[src/rtl/aud_player_i2s.sv]
// Stereo PCM serialiser for a WM8731-style DAC: frame handshake with a one-frame holding
// buffer, I2S or left-justified framing against codec-driven LRCK, mono and underrun count.
module aud_player_i2s #(
  parameter int DATA_W   = 16,
  parameter int I2S_MODE = 1,
  parameter int UCNT_W   = 16
) (
  input  logic              i_bclk,
  input  logic              i_rst,
  input  logic              i_daclrck,
  input  logic              i_en,
  input  logic              i_mono,
  input  logic              i_valid,
  input  logic [DATA_W-1:0] i_left,
  input  logic [DATA_W-1:0] i_right,
  output logic              o_ready,
  output logic              o_aud_dacdat,
  output logic              o_busy,
  output logic [UCNT_W-1:0] o_underrun_cnt
);

  typedef enum logic [1:0] {ST_IDLE, ST_LEFT, ST_RIGHT} state_t;

  localparam logic [UCNT_W-1:0] UCNT_ONE = 1;

  state_t            state_q, state_d;
  logic              lrck_q, primed_q;
  logic              buf_full_q, buf_full_d;
  logic [DATA_W-1:0] buf_l_q, buf_l_d, buf_r_q, buf_r_d;
  logic [DATA_W-1:0] act_l_q, act_l_d, act_r_q, act_r_d;
  logic [DATA_W-1:0] shreg_q, shreg_d;
  logic              dacdat_q, dacdat_d;
  logic              underrun_q, underrun_d;
  logic [UCNT_W-1:0] ucnt_q, ucnt_d;
  logic              left_start, right_start, accept, slot_start;
  logic [DATA_W-1:0] new_word;

  assign left_start  = primed_q && lrck_q && !i_daclrck;
  assign right_start = primed_q && !lrck_q && i_daclrck;
  assign accept      = i_valid && !buf_full_q;

  always_comb begin
    state_d    = state_q;
    buf_full_d = buf_full_q;
    buf_l_d    = buf_l_q;
    buf_r_d    = buf_r_q;
    act_l_d    = act_l_q;
    act_r_d    = act_r_q;
    // Zero-filled shift: once a word is exhausted the line idles at 0 until the next slot
    shreg_d    = {shreg_q[DATA_W-2:0], 1'b0};
    dacdat_d   = shreg_q[DATA_W-1];
    underrun_d = 1'b0;
    ucnt_d     = ucnt_q;
    slot_start = 1'b0;
    new_word   = '0;

    if (underrun_q && (ucnt_q != '1)) begin
      ucnt_d = ucnt_q + UCNT_ONE;
    end

    if (!i_en) begin
      state_d  = ST_IDLE;
      shreg_d  = '0;
      dacdat_d = 1'b0;
    end else begin
      if (left_start && (state_q != ST_LEFT)) begin
        state_d    = ST_LEFT;
        slot_start = 1'b1;
        if (buf_full_q) begin
          act_l_d    = buf_l_q;
          act_r_d    = buf_r_q;
          buf_full_d = 1'b0;
        end else begin
          act_l_d    = '0;
          act_r_d    = '0;
          underrun_d = 1'b1;
        end
        new_word = act_l_d;
      end else if (right_start && (state_q == ST_LEFT)) begin
        state_d    = ST_RIGHT;
        slot_start = 1'b1;
        new_word   = i_mono ? act_l_q : act_r_q;
      end

      // I2S lets the pending bit of the old word go out on the edge; LJ drives the new MSB
      if (slot_start) begin
        if (I2S_MODE != 0) begin
          shreg_d = new_word;
        end else begin
          dacdat_d = new_word[DATA_W-1];
          shreg_d  = {new_word[DATA_W-2:0], 1'b0};
        end
      end
    end

    // A handshake on an empty-buffer left-start lands after the underrun load
    if (accept) begin
      buf_full_d = 1'b1;
      buf_l_d    = i_left;
      buf_r_d    = i_right;
    end
  end

  always_ff @(posedge i_bclk) begin
    if (i_rst) begin
      state_q    <= ST_IDLE;
      lrck_q     <= 1'b0;
      primed_q   <= 1'b0;
      buf_full_q <= 1'b0;
      buf_l_q    <= '0;
      buf_r_q    <= '0;
      act_l_q    <= '0;
      act_r_q    <= '0;
      shreg_q    <= '0;
      dacdat_q   <= 1'b0;
      underrun_q <= 1'b0;
      ucnt_q     <= '0;
    end else begin
      state_q    <= state_d;
      lrck_q     <= i_daclrck;
      primed_q   <= 1'b1;
      buf_full_q <= buf_full_d;
      buf_l_q    <= buf_l_d;
      buf_r_q    <= buf_r_d;
      act_l_q    <= act_l_d;
      act_r_q    <= act_r_d;
      shreg_q    <= shreg_d;
      dacdat_q   <= dacdat_d;
      underrun_q <= underrun_d;
      ucnt_q     <= ucnt_d;
    end
  end

  assign o_ready        = !buf_full_q;
  assign o_busy         = (state_q != ST_IDLE);
  assign o_aud_dacdat   = dacdat_q;
  assign o_underrun_cnt = ucnt_q;

endmodule

[config.mk]
export PLATFORM = sky130hd
export DESIGN_NAME = aud_player_i2s
export DESIGN_NICKNAME = d
export VERILOG_FILES = /design/src/rtl/aud_player_i2s.sv
export SDC_FILE = /design/constraint.sdc
export NUM_CORES = 1
export LEC_CHECK = 0
export ABC_CLOCK_PERIOD_IN_PS = 1800
export CORE_ASPECT_RATIO = 0.9
export CORE_MARGIN = 2
export CORE_UTILIZATION = 50
export CTS_BUF_LIST = sky130_fd_sc_hd__clkbuf_8
export CTS_CLUSTER_DIAMETER = 40
export DETAILED_ROUTE_END_ITERATION = 6
export DONT_BUFFER_PORTS = 1
export PLACE_DENSITY = 0.68
export SETUP_SLACK_MARGIN = 0.05
export SYNTH_ARGS = -nofsm -noshare
export SYNTH_HDL_FRONTEND = slang
export SYNTH_SLANG_ARGS = --single-unit
export TNS_END_PERCENT = 1
[constraint.sdc]
create_clock -name i_bclk -period 1.8 [get_ports i_bclk]
set_input_delay 0 -clock i_bclk [delete_from_list [all_inputs] [get_ports i_bclk]]
set_output_delay 0 -clock i_bclk [all_outputs]
set_load 0.005 [all_outputs]
==> summary.txt, run 1 <==
Outcome
  • Status: finished clean

Worst setup path
  • Kind of end point of the critical path: flip-flop
  • Crit path arrival time: 1.97 ns
  • CP max FO: 11
  • CP startpoint kind: flip-flop
  • CP delay by family, top: simple AND/OR/NAND/NOR gates
  • Worst Path Required: 2.09 ns
  • Crit path cell chain: ha_1, nand4_1, nor4_2, buf_4, or4_4, a21oi_2
  • CP Class: flip-flop to flip-flop
  • Slowest stage delay, CP: 0.51 ns
  • Critical-path top delay cell: or4_4
  • Critical path buffers and inverters: 1

Clock network
  • Sink Count: 103
  • Clock transition at the registers of the reported paths: 0.10 ns
  • Clk_lat worst skew: 0.36 ns
  • H-tree levels: 3
  • CTS tree: built
  • Clk buf depth: 2
  • Root Driver: clkbuf_8
  • Total CTS buffers: 9

Route
  • Pre-Repair DR Iteration Count: 5
  • Detail Route Antenna Nets: 0
  • DRT Wirelength: 9.84 mm
  • WL/cell: 15.2 um
  • # DRC: 0
  • First-iteration detailed-routing DRC count: 243
  • Via count: 3710
  • Vias per cell: 5.74

Floorplan
  • Die area: 0.00898 mm2
  • Number of cell rows: 31
  • Starting Density: 0.513
  • Die W: 99.6 um
  • IO Count: 57
  • Die height: 90.1 um
  • Core Box Area: 0.00803 mm2

Power
  • Power consumption: 4.15 mW
  • PwrDens: 831 mW/mm2
  • VDD IR-drop max: 0.576 mV
  • Pleak: 1.75 nW

Global route
  • Largest net degree at the start of global routing: 84
  • Antenna violations before repair: 0
  • First-pass GRT wire length: 16.5 mm
  • GR Util All Layers: 0.225
  • Congestion Overflow GR: 0
  • Vias in the first global route: 3531

Timing
  • Setup TNS: 0 ns
  • Fin crit share: 0.931
  • Setup-failing EPs final: 0
  • Worst rel slew slack: 0.655
  • Slew Viols, Final: 0
  • Clock Skews: 0.0129 ns
  • Unrepaired setup endpoints after global routing: no
  • Final Hold Viols: 0
  • Worst-Margin Slew: 0.514 ns
  • Max Fclk: 597 MHz
  • Fin crit period: 1.68 ns

Placement
  • I/O Buffers: 0
  • Routability Congestion: 0.796
  • Detailed placement HPWL: 6.21 mm

Flow run
  • Number of max-cap violations: 0

Synthesis
  • Post-synth ARST share: 0
  • Netlist cell types: 40
  • Synth top area share: 0.501
  • Sequential fraction of the synthesis area: 0.501
  • Flops & latches, synth: 103
  • Post-synth EDFFs: 0
  • Synth Area per Inst: 8.25 um2
  • Yosys warning count: 0
  • Top cells by area, synth: dfxtp_1 (50%), nand2_1 (11%), a21oi_1 (9.4%), nand3_1 (6.4%), clkbuf_1 (2.6%)
  • Ys flop type: dfxtp_1
  • Post-Synthesis Cells: 499
  • Synthesized Nets: 538
  • Synthesized area: 0.00412 mm2
  • Yosys top cell by area: dfxtp_1

Finish
  • Area delta synth->final: 21.3%
  • Fillers: 698
  • # diodes: 0
  • Layout cells sized above 1: 0.143
  • Fin nets: 581

Hold path
  • Hold Path Class: input port to flip-flop
[cell usage after synthesis, drive strengths merged, types with 2 or more instances]
| library cell | instances |
|---|---|
| a211oi | 2 |
| or2 | 4 |
| a31oi | 8 |
| a21oi | 77 |
| clkbuf | 29 |
| o31ai | 6 |
| dfxtp | 103 |
| nor3 | 4 |
| nor4 | 3 |
| mux2i | 9 |
| or4 | 7 |
| o41ai | 2 |
| o21a | 8 |
| inv | 2 |
| o21ai | 4 |
| nor2b | 2 |
| mux2 | 8 |
| nand3 | 53 |
| nand2 | 121 |
| nor2 | 10 |
| and3 | 3 |
| nand4 | 6 |
| a221oi | 8 |
| buf | 7 |
| or3 | 4 |
[state kept, by name (all words and copies together) (netlist names)]
| signal | count |
|---|---|
| shreg_q | 16 |
| o_aud_dacdat | 1 |
| underrun_q | 1 |
| state_q | 2 |
| act_l_q | 16 |
| act_r_q | 16 |
| o_underrun_cnt | 16 |
| lrck_q | 1 |
| buf_r_q | 16 |
| buf_full_q | 1 |
| primed_q | 1 |
| buf_l_q | 16 |
[path summary, 6_finish.rpt]
kind | startpoint | endpoint | slack, ns | cells after the start
worst min register to register | shreg_q[3] | shreg_q[4] | 0.45 | 1
worst max-delay path | o_underrun_cnt[0] | o_underrun_cnt[15] | 0.12 | 6
worst min-delay path | i_mono | shreg_q[2] | 0.01 | 3
worst max register to register | o_underrun_cnt[0] | o_underrun_cnt[15] | 0.12 | 6
[placed cells by master (no fill, tap or decap), types with 4 or more instances in the layout]
master         Yosys  final
o21a_1             8      8
or4_1              5      4
o31ai_1            6      5
nor2_1            10     10
nand3_1           53     52
dlygate4sd3_1      0     39
dfxtp_2            0      8
mux2_2             8      8
buf_4              0     27
nor3_1             4      4
nand2_1          121    120
o21ai_0            4      4
clkbuf_8           0     10
a31oi_1            8      8
dfxtp_1          103     95
a21oi_1           77     76
nand4_1            5      5
mux2i_1            9      9
a221oi_1           8      8
[through the flow]
step | area, um2 | setup slack, ns | hold slack (ns) | instances | util
6_report | 4990 | 0.124 | 0.0146 | 646 | 0.622
5_1_grt | 4990 | 0.0513 | 0.0116 | 646 | 0.622
4_1_cts | 4970 | 0.0615 | 0.00184 | 646 | 0.619
3_5_place_dp | 4320 | 0.0440 | 0.0796 | 588 | 0.538
3_3_place_gp | 4320 | 0.119 | 0.0787 | 588 | 0.538
2_1_floorplan | 4120 | 0.0716 | 0.0939 | 499 | -
[routing by layer]
layer | global-route usage | vias to the layer above | part of all wire
met3 | 0.0451 | 11 | 0.056
met2 | 0.376 | 121 | 0.48
met5 | 0 | - | 0
met1 | 0.297 | 1744 | 0.45
li1 | - | 1834 | -
met4 | 0.0605 | 0 | 0.012
[worst reg2reg max path: cells and delay by family (launching register included)]
kind / cells / cell delay (ns)
DFF: 1 / 0.34
adders and majority gates: 1 / 0.22
buffers and inverters: 1 / 0.18
and+or+nand+nor: 3 / 0.73
AOI/OAI and AO/OA: 1 / 0.13
[logic make-up (layout without fill, tap and decap cells)]
group                    count (synthesis)  in the layout  synth area share
XOR/XNOR                                 1              1           0.00213
buffers and inverters                   39             87            0.0392
AO/OA/AOI/OAI                          117            117             0.165
multiplexers                            17             17            0.0438
flip-flops                             103            103             0.501
adder cells (fa/ha/maj)                  1              1           0.00304
AND/OR/NAND/NOR                        221            221             0.246
[report_power, final]
group | internal (mW) | switching (mW) | leakage, nW
Sequential | 2.33 | 0.0362 | 0.840
Clock | 0.691 | 0.793 | 0.105
Combinational | 0.132 | 0.169 | 0.810
Total | 3.15 | 0.998 | 1.75
[final cells by class]
cell class	instances	area, um2	share of cell area
multi-input combinational	357	1920	0.385
sequential	103	2070	0.415
clock buffer	10	138	0.0276
clock inverter	6	67.6	0.0135
inverter	2	7.51	0.00150
tap	99	124	0.0248
timing repair buffer	69	661	0.132
[repair_timing]
action,4_1_cts,5_1_grt
resized for setup,8,7
buffers inserted,2,0
setup endpoints to repair,1,14
endpoints found under the hold margin,88,0
hold buffers,40,0
pin swaps,3,1
Power figures use the tool's default switching activity.
==> inputs of run 2 (changes only) <==
--- a/config.mk
+++ b/config.mk
@@ -14,6 +14,7 @@
 export DETAILED_ROUTE_END_ITERATION = 6
 export DONT_BUFFER_PORTS = 1
 export PLACE_DENSITY = 0.68
+export RECOVER_POWER = 100
 export SETUP_SLACK_MARGIN = 0.05
 export SYNTH_ARGS = -nofsm -noshare
 export SYNTH_HDL_FRONTEND = slang
==> summary.txt, run 2 (synthesis gave the netlist of run 1 again) <==
Finish
  • Finished Cell Area: 0.00494 mm2 (-1.1%)
  • Fin nets: 581 (unchanged)
  • Layout cells sized above 1: 0.115 (-0.0274)
  • Fin cells: 646 (unchanged)
  • Area delta synth->final: 19.9%
  • Final Util: 0.615 (-0.00701)
  • # diodes: 0 (unchanged)
  • Most common cell after layout, fill and taps aside: nand2_1
  • Commonest non-fill, non-tap cells in the layout: nand2_1 (120), dfxtp_1 (103), a21oi_1 (77), nand3_1 (52), dlygate4sd3_1 (39)

Floorplan
  • Number of cell rows: 31 (unchanged)
  • IO Count: 57 (unchanged)
  • Starting Density: 0.513 (unchanged)
  • Core Box Area: 0.00803 mm2 (unchanged)
  • Die area: 0.00898 mm2 (unchanged)
  • Die W: 99.6 um (unchanged)
  • Die height: 90.1 um (unchanged)

Route
  • Detail Route Antenna Nets: 0 (unchanged)
  • Pre-Repair DR Iteration Count: 5 (unchanged)
  • First-iteration detailed-routing DRC count: 201 (-17%)
  • Vias per cell: 5.74 (about the same)
  • WL/cell: 15.3 um (+0.23%)
  • # DRC: 0 (unchanged)
  • DRT Wirelength: 9.86 mm (+0.23%)
  • Via count: 3711 (+0.027%)

Timing
  • Final Hold Viols: 0 (unchanged)
  • Worst-Margin Slew: 0.615 ns (+0.101 ns)
  • Worst rel slew slack: 0.590 (-0.0647)
  • Slew Viols, Final: 0 (unchanged)
  • Clock Skews: 0.0131 ns (+0.000235 ns)
  • Fin crit share: 0.942 (+0.0107)
  • Fin crit period: 1.70 ns (+0.0193 ns)
  • Unrepaired setup endpoints after global routing: no
  • Worst hold slack: 0.0135 ns (-0.00114 ns)
  • Setup-failing EPs final: 0 (unchanged)
  • Max Fclk: 590 MHz (-1.1%)
  • Setup TNS: 0 ns (unchanged)

Clock network
  • Total CTS buffers: 9 (unchanged)
  • Clk_lat worst skew: 0.36 ns (about the same)
  • Clk buf depth: 2 (unchanged)
  • CTS tree: built
  • H-tree levels: 3 (unchanged)
  • Root Driver: clkbuf_8
  • Sink Count: 103 (unchanged)
  • Clock transition at the registers of the reported paths: 0.10 ns (about the same)

Worst setup path
  • Critical path buffers and inverters: 1 (unchanged)
  • Crit path arrival time: 1.98 ns (about the same)
  • Slowest stage delay, CP: 0.50 ns (about the same)
  • CP Class: flip-flop to flip-flop
  • CP max FO: 11 (unchanged)
  • CP delay by family, top: simple AND/OR/NAND/NOR gates
  • Worst Path Required: 2.08 ns (about the same)
  • Crit Reg-Reg Startpoint: o_underrun_cnt[0]
  • Crit path cell chain: ha_1, nand4_1, nor4_2, buf_4, or4_4, a21oi_1
  • CP startpoint kind: flip-flop
  • Critical path startpoint: o_underrun_cnt[0]
  • RR Endpoint: o_underrun_cnt[15]
  • Stages on worst setup path: 6 (unchanged)
  • Kind of end point of the critical path: flip-flop
  • Worst reg2reg setup slack: 0.10 ns (-0.02 ns)
  • Worst setup endpoint: o_underrun_cnt[15]
  • Worst Reg2Reg Path Length in Cells: 6 (unchanged)
  • Critical-path top delay cell: or4_4

Flow run
  • Number of max-cap violations: 0 (unchanged)

Global route
  • Largest net degree at the start of global routing: 84 (unchanged)
  • Antenna violations before repair: 0 (unchanged)
  • Vias in the first global route: 3531 (unchanged)
  • GR Util All Layers: 0.225 (unchanged)
  • First-pass GRT wire length: 16.5 mm (unchanged)
  • Congestion Overflow GR: 0 (unchanged)

Placement
  • Routability Congestion: 0.796 (unchanged)
  • DP Area: 0.00432 mm2 (unchanged)
  • Detailed placement HPWL: 6.21 mm (unchanged)
  • I/O Buffers: 0 (unchanged)
  • Inst Count DP: 588 (unchanged)

Power
  • PwrDens: 840 mW/mm2 (+1.1%)
  • Pleak: 1.73 nW (-1.6%)
  • VDD IR-drop max: 0.576 mV (about the same)

Hold path
  • Hold Path Class: input port to flip-flop

Outcome
  • Status: finished clean
-- run 2: cell count changes in the layout (fill, tap and decap cells not counted), sizes merged --
| cell | before | now |
|---|---|---|
| clkbuf | 10 | 18 |
| buf | 30 | 22 |
-- run 2: per-layer routing --
| layer | part of all wire | global-route usage |
|---|---|---|
| met5 | 0 | 0 |
| met3 | 0.052 | 0.0451 |
| met1 | 0.46 | 0.297 |
| met4 | 0.012 | 0.0605 |
| met2 | 0.48 | 0.376 |
-- run 2: through the flow --
step                      power, mW  setup WS, ns
after floorplan                2.59        0.0716
after global placement         2.61         0.119
after detailed placement       2.61        0.0440
after CTS                      4.18        0.0615
after global routing           4.32        0.0167
final                          4.15         0.105
-- run 2: power breakdown --
| part | total [mW] | switching (mW) | internal [mW] |
|---|---|---|---|
| Combinational | 0.297 | 0.169 | 0.129 |
| Sequential | 2.37 | 0.0362 | 2.33 |
| Clock | 1.49 | 0.794 | 0.691 |
| Total | 4.15 | 0.999 | 3.15 |
-- run 2: worst register-to-register path, stage by stage, from the launching register on --
cell and delay, ns:
dfxtp_1 0.34, ha_1 0.23, nand4_1 0.15, nor4_2 0.06
buf_4 0.18, or4_4 0.51, a21oi_1 0.15
-- run 2: final cells by class --
type	instances	area [um2]
Clock buffer	10	138
Clock inverter	6	67.6
Fill cell	710	3090
Inverter	2	7.51
Multi-Input combinational cell	357	1920
Sequential cell	103	2060
Tap cell	99	124
Timing Repair Buffer	69	623
-- run 2: how the worst min path moves through the flow --
stage                     slack (ns)  startpoint                  to  depth (start not counted)
after global routing            0.01      i_mono          shreg_q[6]                          3
after CTS                      0.002      i_mono          shreg_q[2]                          3
final                           0.01      i_mono         shreg_q[12]                          3
after floorplan                 0.09       i_rst            primed_q                          1
after detailed placement        0.08       i_rst  o_underrun_cnt[10]                          1
after global placement          0.08       i_rst              lrck_q                          1
-- run 2: timing repair --
action,CTS,global route
resized for setup,8,7
hold buffers,40,0
buffers inserted,2,0
pin swaps,3,1
hold endpoints to repair,88,0
endpoints found under the setup margin,1,14
